<file path="src/rtl/ram_sched_pkg.sv">
// Shared types and default geometry for the RAM write scheduler.
package ram_sched_pkg;

   localparam int ADDR_W = 5;
   localparam int DATA_W = 3;

   typedef enum logic {REQ_USR, REQ_CLR} req_id_t;

endpackage

</file>
<file path="src/rtl/ram_write_scheduler_scan_sequencer.sv">
// Tick-paced read-port scanner.  Walks the RAM address space and captures
// each word once the registered RAM output has settled for the new address,
// or again after a write lands on the word currently being displayed.
module scan_sequencer #(
   parameter int ADDR_W   = ram_sched_pkg::ADDR_W,
   parameter int DATA_W   = ram_sched_pkg::DATA_W,
   parameter int TICK_DIV = 4
) (
   input  logic              clk,
   input  logic              reset,
   input  logic              scan_pause,
   input  logic              wr_en,
   input  logic [ADDR_W-1:0] wr_addr,
   input  logic [DATA_W-1:0] rd_q,
   output logic [ADDR_W-1:0] scan_addr,
   output logic [DATA_W-1:0] scan_data,
   output logic              scan_valid
);

   localparam int TICK_W = (TICK_DIV > 1) ? $clog2(TICK_DIV) : 1;
   localparam logic [TICK_W-1:0] TICK_LAST = TICK_W'(TICK_DIV - 1);

   logic [TICK_W-1:0] tick_q, tick_d;
   logic [ADDR_W-1:0] scan_addr_q, scan_addr_d;
   logic [1:0]        settle_q, settle_d;
   logic [DATA_W-1:0] scan_data_q, scan_data_d;
   logic              scan_valid_q, scan_valid_d;
   logic              advance;
   logic              write_hit;

   // Tick divider and scan address; both freeze while paused.
   always_comb begin
      tick_d      = tick_q;
      scan_addr_d = scan_addr_q;
      advance     = 1'b0;
      if (!scan_pause) begin
         if (tick_q == TICK_LAST) begin
            tick_d      = '0;
            scan_addr_d = scan_addr_q + 1'b1;
            advance     = 1'b1;
         end else begin
            tick_d = tick_q + 1'b1;
         end
      end
   end

   // Settle countdown: restart on address change or a write to the scanned
   // word, and capture the RAM output when the count reaches zero.
   always_comb begin
      write_hit    = wr_en && (wr_addr == scan_addr_q);
      settle_d     = settle_q;
      scan_data_d  = scan_data_q;
      scan_valid_d = scan_valid_q;
      if (advance || write_hit) begin
         settle_d     = 2'd2;
         scan_valid_d = 1'b0;
      end else if (settle_q != 2'd0) begin
         settle_d = settle_q - 2'd1;
         if (settle_q == 2'd1) begin
            scan_data_d  = rd_q;
            scan_valid_d = 1'b1;
         end
      end
   end

   // State registers with synchronous reset.
   always_ff @(posedge clk) begin
      if (reset) begin
         tick_q       <= '0;
         scan_addr_q  <= '0;
         settle_q     <= 2'd2;
         scan_data_q  <= '0;
         scan_valid_q <= 1'b0;
      end else begin
         tick_q       <= tick_d;
         scan_addr_q  <= scan_addr_d;
         settle_q     <= settle_d;
         scan_data_q  <= scan_data_d;
         scan_valid_q <= scan_valid_d;
      end
   end

   assign scan_addr  = scan_addr_q;
   assign scan_data  = scan_data_q;
   assign scan_valid = scan_valid_q;

endmodule

</file>
<file path="src/rtl/ram_write_scheduler.sv">
// Schedules the 32x3 dual-port RAM: round-robin write-port arbitration
// between the user switch writer and the zero-fill clear engine, plus the
// read-port scanner feeding the HEX display path.
module ram_write_scheduler #(
   parameter int ADDR_W   = ram_sched_pkg::ADDR_W,
   parameter int DATA_W   = ram_sched_pkg::DATA_W,
   parameter int TICK_DIV = 50_000_000
) (
   input  logic              clk,
   input  logic              reset,
   input  logic              usr_req,
   input  logic [ADDR_W-1:0] usr_addr,
   input  logic [DATA_W-1:0] usr_data,
   output logic              usr_gnt,
   input  logic              clr_start,
   output logic              clr_busy,
   input  logic              scan_pause,
   output logic              wr_en,
   output logic [ADDR_W-1:0] wr_addr,
   output logic [DATA_W-1:0] wr_data,
   output logic [ADDR_W-1:0] rd_addr,
   input  logic [DATA_W-1:0] rd_q,
   output logic [ADDR_W-1:0] scan_addr,
   output logic [DATA_W-1:0] scan_data,
   output logic              scan_valid
);

   import ram_sched_pkg::*;

   localparam logic [ADDR_W-1:0] LAST_ADDR = '1;

   logic              wr_en_q, wr_en_d;
   logic [ADDR_W-1:0] wr_addr_q, wr_addr_d;
   logic [DATA_W-1:0] wr_data_q, wr_data_d;
   logic              usr_gnt_q, usr_gnt_d;
   logic              clr_busy_q, clr_busy_d;
   logic [ADDR_W-1:0] clr_addr_q, clr_addr_d;
   req_id_t           last_winner_q, last_winner_d;
   logic              usr_elig, clr_elig;
   logic              usr_win, clr_win;

   // Pick a winner among eligible requesters; ties go to whoever did not
   // win last.  The user is masked in its grant cycle to avoid a double write.
   always_comb begin
      usr_elig = usr_req && !usr_gnt_q;
      clr_elig = clr_busy_q;
      usr_win  = 1'b0;
      clr_win  = 1'b0;
      if (usr_elig && clr_elig) begin
         if (last_winner_q == REQ_USR) begin
            clr_win = 1'b1;
         end else begin
            usr_win = 1'b1;
         end
      end else if (usr_elig) begin
         usr_win = 1'b1;
      end else if (clr_elig) begin
         clr_win = 1'b1;
      end
   end

   // Register the winning write and advance the clear engine.
   always_comb begin
      wr_en_d       = usr_win || clr_win;
      usr_gnt_d     = usr_win;
      wr_addr_d     = wr_addr_q;
      wr_data_d     = wr_data_q;
      last_winner_d = last_winner_q;
      clr_busy_d    = clr_busy_q;
      clr_addr_d    = clr_addr_q;
      if (usr_win) begin
         wr_addr_d     = usr_addr;
         wr_data_d     = usr_data;
         last_winner_d = REQ_USR;
      end else if (clr_win) begin
         wr_addr_d     = clr_addr_q;
         wr_data_d     = '0;
         last_winner_d = REQ_CLR;
         clr_addr_d    = clr_addr_q + 1'b1;
         if (clr_addr_q == LAST_ADDR) begin
            clr_busy_d = 1'b0;
         end
      end
      if (!clr_busy_q && clr_start) begin
         clr_busy_d = 1'b1;
         clr_addr_d = '0;
      end
   end

   // Write-port and clear-engine registers with synchronous reset.
   always_ff @(posedge clk) begin
      if (reset) begin
         wr_en_q       <= 1'b0;
         wr_addr_q     <= '0;
         wr_data_q     <= '0;
         usr_gnt_q     <= 1'b0;
         clr_busy_q    <= 1'b0;
         clr_addr_q    <= '0;
         last_winner_q <= REQ_CLR;
      end else begin
         wr_en_q       <= wr_en_d;
         wr_addr_q     <= wr_addr_d;
         wr_data_q     <= wr_data_d;
         usr_gnt_q     <= usr_gnt_d;
         clr_busy_q    <= clr_busy_d;
         clr_addr_q    <= clr_addr_d;
         last_winner_q <= last_winner_d;
      end
   end

   scan_sequencer #(
      .ADDR_W   (ADDR_W),
      .DATA_W   (DATA_W),
      .TICK_DIV (TICK_DIV)
   ) u_scan (
      .clk        (clk),
      .reset      (reset),
      .scan_pause (scan_pause),
      .wr_en      (wr_en_q),
      .wr_addr    (wr_addr_q),
      .rd_q       (rd_q),
      .scan_addr  (scan_addr),
      .scan_data  (scan_data),
      .scan_valid (scan_valid)
   );

   assign wr_en    = wr_en_q;
   assign wr_addr  = wr_addr_q;
   assign wr_data  = wr_data_q;
   assign usr_gnt  = usr_gnt_q;
   assign clr_busy = clr_busy_q;
   assign rd_addr  = scan_addr;

endmodule

</file>
<file path="config.mk">
export PLATFORM = sky130hd
export DESIGN_NAME = ram_write_scheduler
export DESIGN_NICKNAME = d
export VERILOG_FILES = /design/src/rtl/ram_sched_pkg.sv /design/src/rtl/ram_write_scheduler_scan_sequencer.sv /design/src/rtl/ram_write_scheduler.sv
export SDC_FILE = /design/constraint.sdc
export NUM_CORES = 1
export LEC_CHECK = 0
export CORE_ASPECT_RATIO = 0.9
export CORE_UTILIZATION = 45
export CTS_BUF_LIST = sky130_fd_sc_hd__clkbuf_4
export DETAILED_ROUTE_END_ITERATION = 8
export PLACE_DENSITY_LB_ADDON = 0.08
export SLEW_MARGIN = 20
export SYNTH_ARGS = -nofsm -noshare
export SYNTH_HDL_FRONTEND = slang
export SYNTH_HIERARCHICAL = 1
export SYNTH_SLANG_ARGS = --single-unit
</file>
<file path="constraint.sdc">
create_clock -name clk -period 1.7 [get_ports clk]
set_input_delay 0.34 -clock clk [delete_from_list [all_inputs] [get_ports clk]]
set_output_delay 0.34 -clock clk [all_outputs]
set_load 0.1 [all_outputs]
</file>
==> results of run 1 <==
## area by class of cell
class / count / area [um^2] / area share (%)
inverters: 10 / 37.5 / 0.993
flip-flops and latches: 54 / 1120 / 29.5
multi-input cells: 198 / 1520 / 40.1
clock inverters: 1 / 6.26 / 0.166
well taps: 67 / 83.8 / 2.22
clock buffers: 7 / 52.6 / 1.39
repair buffers: 79 / 967 / 25.6
## worst min-delay path by stage
stage	start	to	slack (ns)	cells past startpoint
2_1_floorplan	reset	clr_busy	0.40	1
3_3_place_gp	clr_addr_q[3]	clr_addr_q[3]	0.48	2
3_5_place_dp	clr_addr_q[3]	clr_addr_q[3]	0.49	2
4_1_cts	rd_q[0]	u_scan/scan_data[0]	0.47	3
5_1_grt	rd_q[0]	u_scan/scan_data[0]	0.49	3
6_report	rd_q[0]	u_scan/scan_data[0]	0.49	3
## logic make-up after synthesis
| logic type | Yosys count | share of synthesized area, % |
|---|---|---|
| multiplexers | 8 | 3.11 |
| AND/OR/NAND/NOR | 124 | 28.4 |
| XOR/XNOR | 34 | 11.4 |
| AO/OA/AOI/OAI | 26 | 7.42 |
| flip-flops | 54 | 41.4 |
| adder cells (fa/ha/maj) | 6 | 2.87 |
| buffers and inverters | 26 | 5.46 |
## placed cells by master, fill, tap and decap left out, drive strengths merged, types with 4 or more instances in the layout
cell / instances
a21oi: 4
and4: 5
buf: 64
clkbuf: 7
clkdlybuf4s50: 15
dfxtp: 54
ha: 6
inv: 11
mux2i: 7
nand2: 21
nand3: 14
nand4: 9
nor2: 36
nor3: 13
nor4: 7
o21ai: 7
xnor2: 22
xor2: 12
## flip-flops by register name, indices dropped and copies added (netlist names), 2 cells and up
register,cells
u_scan/scan_addr,5
wr_addr,5
wr_data,3
clr_addr_q,5
u_scan/settle_q,2
u_scan/scan_data,3
u_scan/tick_q,26
## per-stage QoR
step	util (%)	TNS, ns	hold WS, ns	total power, uW
after floorplan	-	0	0.405	1810
after global placement	65.4	-10.74	0.479	2050
after detailed placement	65.4	-11.91	0.487	2060
after CTS	67.6	0	0.474	2670
after global routing	69.8	-1.21	0.493	2770
final	69.8	-0.00778	0.491	2660
## worst max-delay path: stages (launching register included)
cell      delay (ns)
dfxtp_2         0.39
buf_4           0.13
nand4b_4        0.09
or4_4           0.50
nor4_4          0.30
xnor2_1         0.18
nor2_2          0.04
## layer usage
layer | vias to the layer above | routed length [um] | global-route usage [%]
met1 | 991 | 2730 | 25.5
met4 | 0 | 76 | 8.38
met5 | - | 0 | 0
met3 | 7 | 283 | 5.28
met2 | 39 | 2750 | 31.6
li1 | 1105 | - | -
## timing repair
action                     4_1_cts  5_1_grt
cloned                           0        1
setup endpoints to repair       27       34
hold endpoints to repair         0        0
pin swaps                        4       12
buffers inserted                 4        0
gates resized for setup          7       30
## power groups by stage
stage          Sequential (uW)  Combinational (uW)  Clock (uW)
4_1_cts                   1380                 656         627
6_report                  1380                 665         607
5_1_grt                   1390                 701         671
3_5_place_dp              1410                 648           0
2_1_floorplan             1600                 204           0
3_3_place_gp              1410                 637           0
==> key figures, run 1 <==
Power and ir drop
  – Gate power share: 25.0%
  – Power share of the clock group: about 23%
  – Switching fraction of total power: between 30% and 40%
  – Leak pwr: about 0.0015 uW
  – VDD IR max: roughly 0.51 mV
  – Sequential Power Share: between 50% and 60%
  – Cell Int Power: approximately 1800 uW
  – PwrDens: ~700 nW/um^2
  – Switching Power: about 850 uW

STA
  – Worst Skew: 0.0132 ns
  – Slew Limit Fails: 0
  – RSZ-0062 raised after global routing: true
  – # setup viols final: 1
  – Crit share post-route: 100%
  – Worst slew pin tran: between 0.3 and 0.4 ns
  – Final Hold Vio Count: 0
  – Peak Freq: roughly 0.59 GHz
  – Slew Limit Headroom: approximately three quarters
  – Final WS setup: -0.00778 ns
  – Fin crit period: 1.71 ns

Status
  – Status: finished, violations left
  – Failing checks: setup timing

Hold path
  – Hold/Removal Path Class: input port to flop

Final layout
  – Share of cells above drive strength 1: between 30% and 40%
  – Design Area, Final: around 3800 um^2
  – Nets@finish: 370
  – FILL cells: between 400 and 500
  – Area growth syn-to-layout: 44.6%
  – Non-filler instance count after layout: ~420
  – # diodes: 0

Critical path
  – RR Endpoint: u_scan/tick_q[25]
  – Crit path max fanout: 6
  – Critical Path Start Type: flop
  – WP data required: 1.99 ns
  – CP arrival: 2.00 ns
  – CP startpoint: u_scan/tick_q[1]
  – CP Class: flop to flop
  – R2r setup slk: -0.008 ns
  – Last element of the critical path: u_scan/tick_q[25]
  – FF-to-FF path depth: 6
  – Crit end category: flop
  – Worst r2r src: u_scan/tick_q[1]

Synthesis
  – Synth area leaders: dfxtp_1 (41%), xnor2_1 (7.4%), nor2_1 (4.9%)
  – EDFF count, synth: 0
  – Mapped Area: about 2600 um^2
  – Syn_nets: 300
  – Synth top cells by count: dfxtp_1 (54), nor2_1 (34), xnor2_1 (22)
  – Post-synth top area share: around 41%
  – Area leader, netlist: dfxtp_1
  – Cell count after synthesis: roughly 280
  – Most used DFF post-synth: dfxtp_1
  – Yosys reg bits: 54
  – Top-count cell post-synth: dfxtp_1
  – Yosys cell types: 54
  – Sequential share of the synthesized area: roughly two fifths
  – Yosys warns: 6
  – Mean Syn Cell Area: 9.40 um^2
  – Async S/R FF share, synth: 0%

GRT
  – Grt total ovfl: 0
  – Initial antenna violation count: 0
  – Global-route wire length before repair: 9150 um
  – Largest net degree at the start of global routing: 17
  – Tot GR Track Use: 19.9%
  – Vias in the first global route: between 2k and 2.5k

Clock network
  – Cell chosen for the clock root: clkbuf_4
  – Clk_lat worst skew: 0.38 ns
  – Cts bufs inserted: 5
  – H-tree depth: 2
  – CTS tree: done
  – Clock Sinks: between 50 and 60
  – CTS Hold Bufs: 0
  – CTS max path bufs: 2
  – Worst-path clk slew: between 0.15 and 0.2 ns

Flow run
  – Max-cap viol count: 0

Floorplan
  – Row cnt: 25
  – # IOs: just over 40
  – Die X: slightly above 80 um
  – Die Y: about 74 um
  – Die area: 6120 um^2
  – Core Region: around 5400 um^2
  – Initial Util: approximately half

Routing
  – WL final: roughly 5800 um
  – 1st-iter DRT viols: 106
  – Final antenna-violating net count: 0
  – Wire length per cell: 14.0 um
  – 1st-pass router iterations: 4
  – Vias post-DR: between 2k and 2.5k
  – # DRC: 0
  – Vias per cell: 5.15

Placement
  – Dpl hpwl: 4200 um
  – Gpl congestion: approximately 0.79
  – Placed cell area: ~3500 um^2
  – Port-buffer cells: 40
  – Dpl ws: -0.384 ns
  – DP Cell Count: 404
Note: power is estimated with default switching activity, not from simulation.
==> run 2, diff against run 1 <==
- ABC_AREA: unset -> 0
- CTS_BUF_LIST: sky130_fd_sc_hd__clkbuf_4 -> sky130_fd_sc_hd__clkbuf_8
==> run 2 against run 1 <==
- the run now ends clean
- utilization did not move
- non-clock buffer count fell by 1
- first-iteration DRC count fell by 9.4%
- critical path depth did not move
- clock-buffer cell count fell by 2
- largest cell class unchanged
==> key figures, run 2 (synthesized netlist as in run 1, its figures left out) <==
Routing
  – # DRC: 0
  – Wire length per cell: 14.2 um
  – Vias per cell: 5.21
  – WL final: roughly 6000 um
  – 1st-iter DRT viols: 96
  – Final antenna-violating net count: 0
  – 1st-pass router iterations: 4
  – Vias post-DR: 2163

Placement
  – Dpl hpwl: 4200 um
  – Port-buffer cells: 40
  – DP Cell Count: ~400
  – Placed cell area: between 3000 and 4000 um^2
  – Gpl congestion: 0.788

Final layout
  – Nets@finish: 369
  – Non-filler instance count after layout: approximately 420
  – Design Area, Final: 3780 um^2
  – Top reg by flops: u_scan/tick_q
  – Area growth syn-to-layout: 44.6%
  – Share of cells above drive strength 1: between 30% and 40%
  – Final Util: between 60% and 70%
  – Most frequent cells in the layout: dfxtp_1 (38), nor2_1 (33), buf_4 (31)
  – Commonest non-fill, non-tap cell in the layout: dfxtp_1
  – Max reg flops: 26
  – # diodes: 0

Floorplan
  – Initial Util: around half
  – Core Region: 5410 um^2
  – Die X: ~82 um
  – # IOs: 41
  – Die Y: around 74 um
  – Die area: roughly 6100 um^2
  – Row cnt: 25

STA
  – Final Hold Vio Count: 0
  – Slew Limit Fails: 0
  – Peak Freq: 0.599 GHz
  – RSZ-0062 raised after global routing: true
  – Worst slew pin tran: 0.376 ns
  – Worst Skew: approximately 0.010 ns
  – Slew Limit Headroom: ~75%
  – Fin crit period: around 1.7 ns
  – # setup viols final: 0
  – Crit share post-route: between 90% and 100%

Clock network
  – Cts bufs inserted: 5
  – Clk_lat worst skew: 0.32 ns
  – Clock Sinks: 54
  – Cell chosen for the clock root: clkbuf_8
  – H-tree depth: 2
  – CTS tree: done
  – CTS max path bufs: 2
  – CTS Hold Bufs: 0
  – Worst-path clk slew: 0.10 ns

Critical path
  – CP arrival: ~1.9 ns
  – CP Class: flop to flop
  – Critical Path Start Type: flop
  – CP Cell Sequence: buf_4 > and4_1 > nand2_4 > nor3_1 > xnor2_1 > nor2_1
  – Crit end category: flop
  – WP data required: roughly 1.9 ns
  – Critical Path Max Stage Delay: approximately 0.40 ns
  – Worst path slowest cell: dfxtp_1
  – Crit path max fanout: 13

GRT
  – Grt total ovfl: 0
  – Global-route wire length before repair: between 9000 and 10000 um
  – Largest net degree at the start of global routing: 17
  – Vias in the first global route: about 2k
  – Initial antenna violation count: 0
  – Tot GR Track Use: 20.0%

Status
  – Status: completed

Power and ir drop
  – Leak pwr: about 0.0015 uW
  – PwrDens: ~730 nW/um^2
  – VDD IR max: between 0.5 and 0.6 mV

Hold path
  – Hold/Removal Path Class: flop to flop

Flow run
  – Max-cap viol count: 0
run 2: cell types whose count changed in the layout (fill, tap and decap cells not counted), sizes merged:
| cell | previous run | this run |
|---|---|---|
| buf | 64 | 63 |
| clkbuf | 7 | 5 |
| clkdlybuf4s50 | 15 | 14 |
| dlygate4sd2 | 0 | 1 |
| inv | 11 | 13 |
run 2: path summary, 6_finish.rpt:
kind	from	depth (start not counted)	slack, ns	to
max	u_scan/tick_q[8]	6	0.03	u_scan/tick_q[24]
min	clr_addr_q[3]	2	0.50	clr_addr_q[3]
max reg2reg	u_scan/tick_q[8]	6	0.03	u_scan/tick_q[24]
min reg2reg	clr_addr_q[3]	2	0.50	clr_addr_q[3]
run 2: metrics by stage:
step / TNS, ns / power (uW) / hold WS [ns] / worst slack, ns
finish: 0 / 2760 / 0.501 / 0.0300
global route: -0.935 / 2870 / 0.530 / -0.0931
CTS: 0 / 2760 / 0.502 / 0.0116
detailed placement: -11.91 / 2060 / 0.487 / -0.384
global placement: -10.74 / 2050 / 0.479 / -0.366
floorplan: 0 / 1810 / 0.405 / 0.00578
run 2: report_power, final:
part	internal (uW)	switching (uW)
registers	1320	61.3
clock network	282	435
logic	282	376
total	1890	872
run 2: critical path, delay by kind of cell, from the launching register on:
kind / cells / cell delay, ns
buffers and inverters: 1 / 0.15
flip-flops: 1 / 0.40
AND/OR/NAND/NOR: 4 / 0.85
XOR/XNOR: 1 / 0.17
run 2: metal layers:
layer | routed length (um) | vias up | GRT usage (%)
li1 | - | 1108 | -
met1 | 2850 | 999 | 25.9
met2 | 2720 | 50 | 30.8
met3 | 272 | 6 | 6.01
met4 | 53 | 0 | 8.58
met5 | 0 | - | 0
run 2: repair_timing:
| item | 4_1_cts | 5_1_grt |
|---|---|---|
| cloned | 0 | 1 |
| setup buffers | 2 | 0 |
| endpoints found under the setup margin | 29 | 34 |
| endpoints found under the hold margin | 0 | 0 |
| resized for setup | 7 | 24 |
| pin swaps | 5 | 16 |
run 2: cell type report:
cell class	count	area (um^2)
timing repair buffer	78	961
clock inverter	3	13.8
clock buffer	5	68.8
multi-input combinational	198	1500
inverter	10	37.5
tap	67	83.8
sequential	54	1120
fill	434	1630
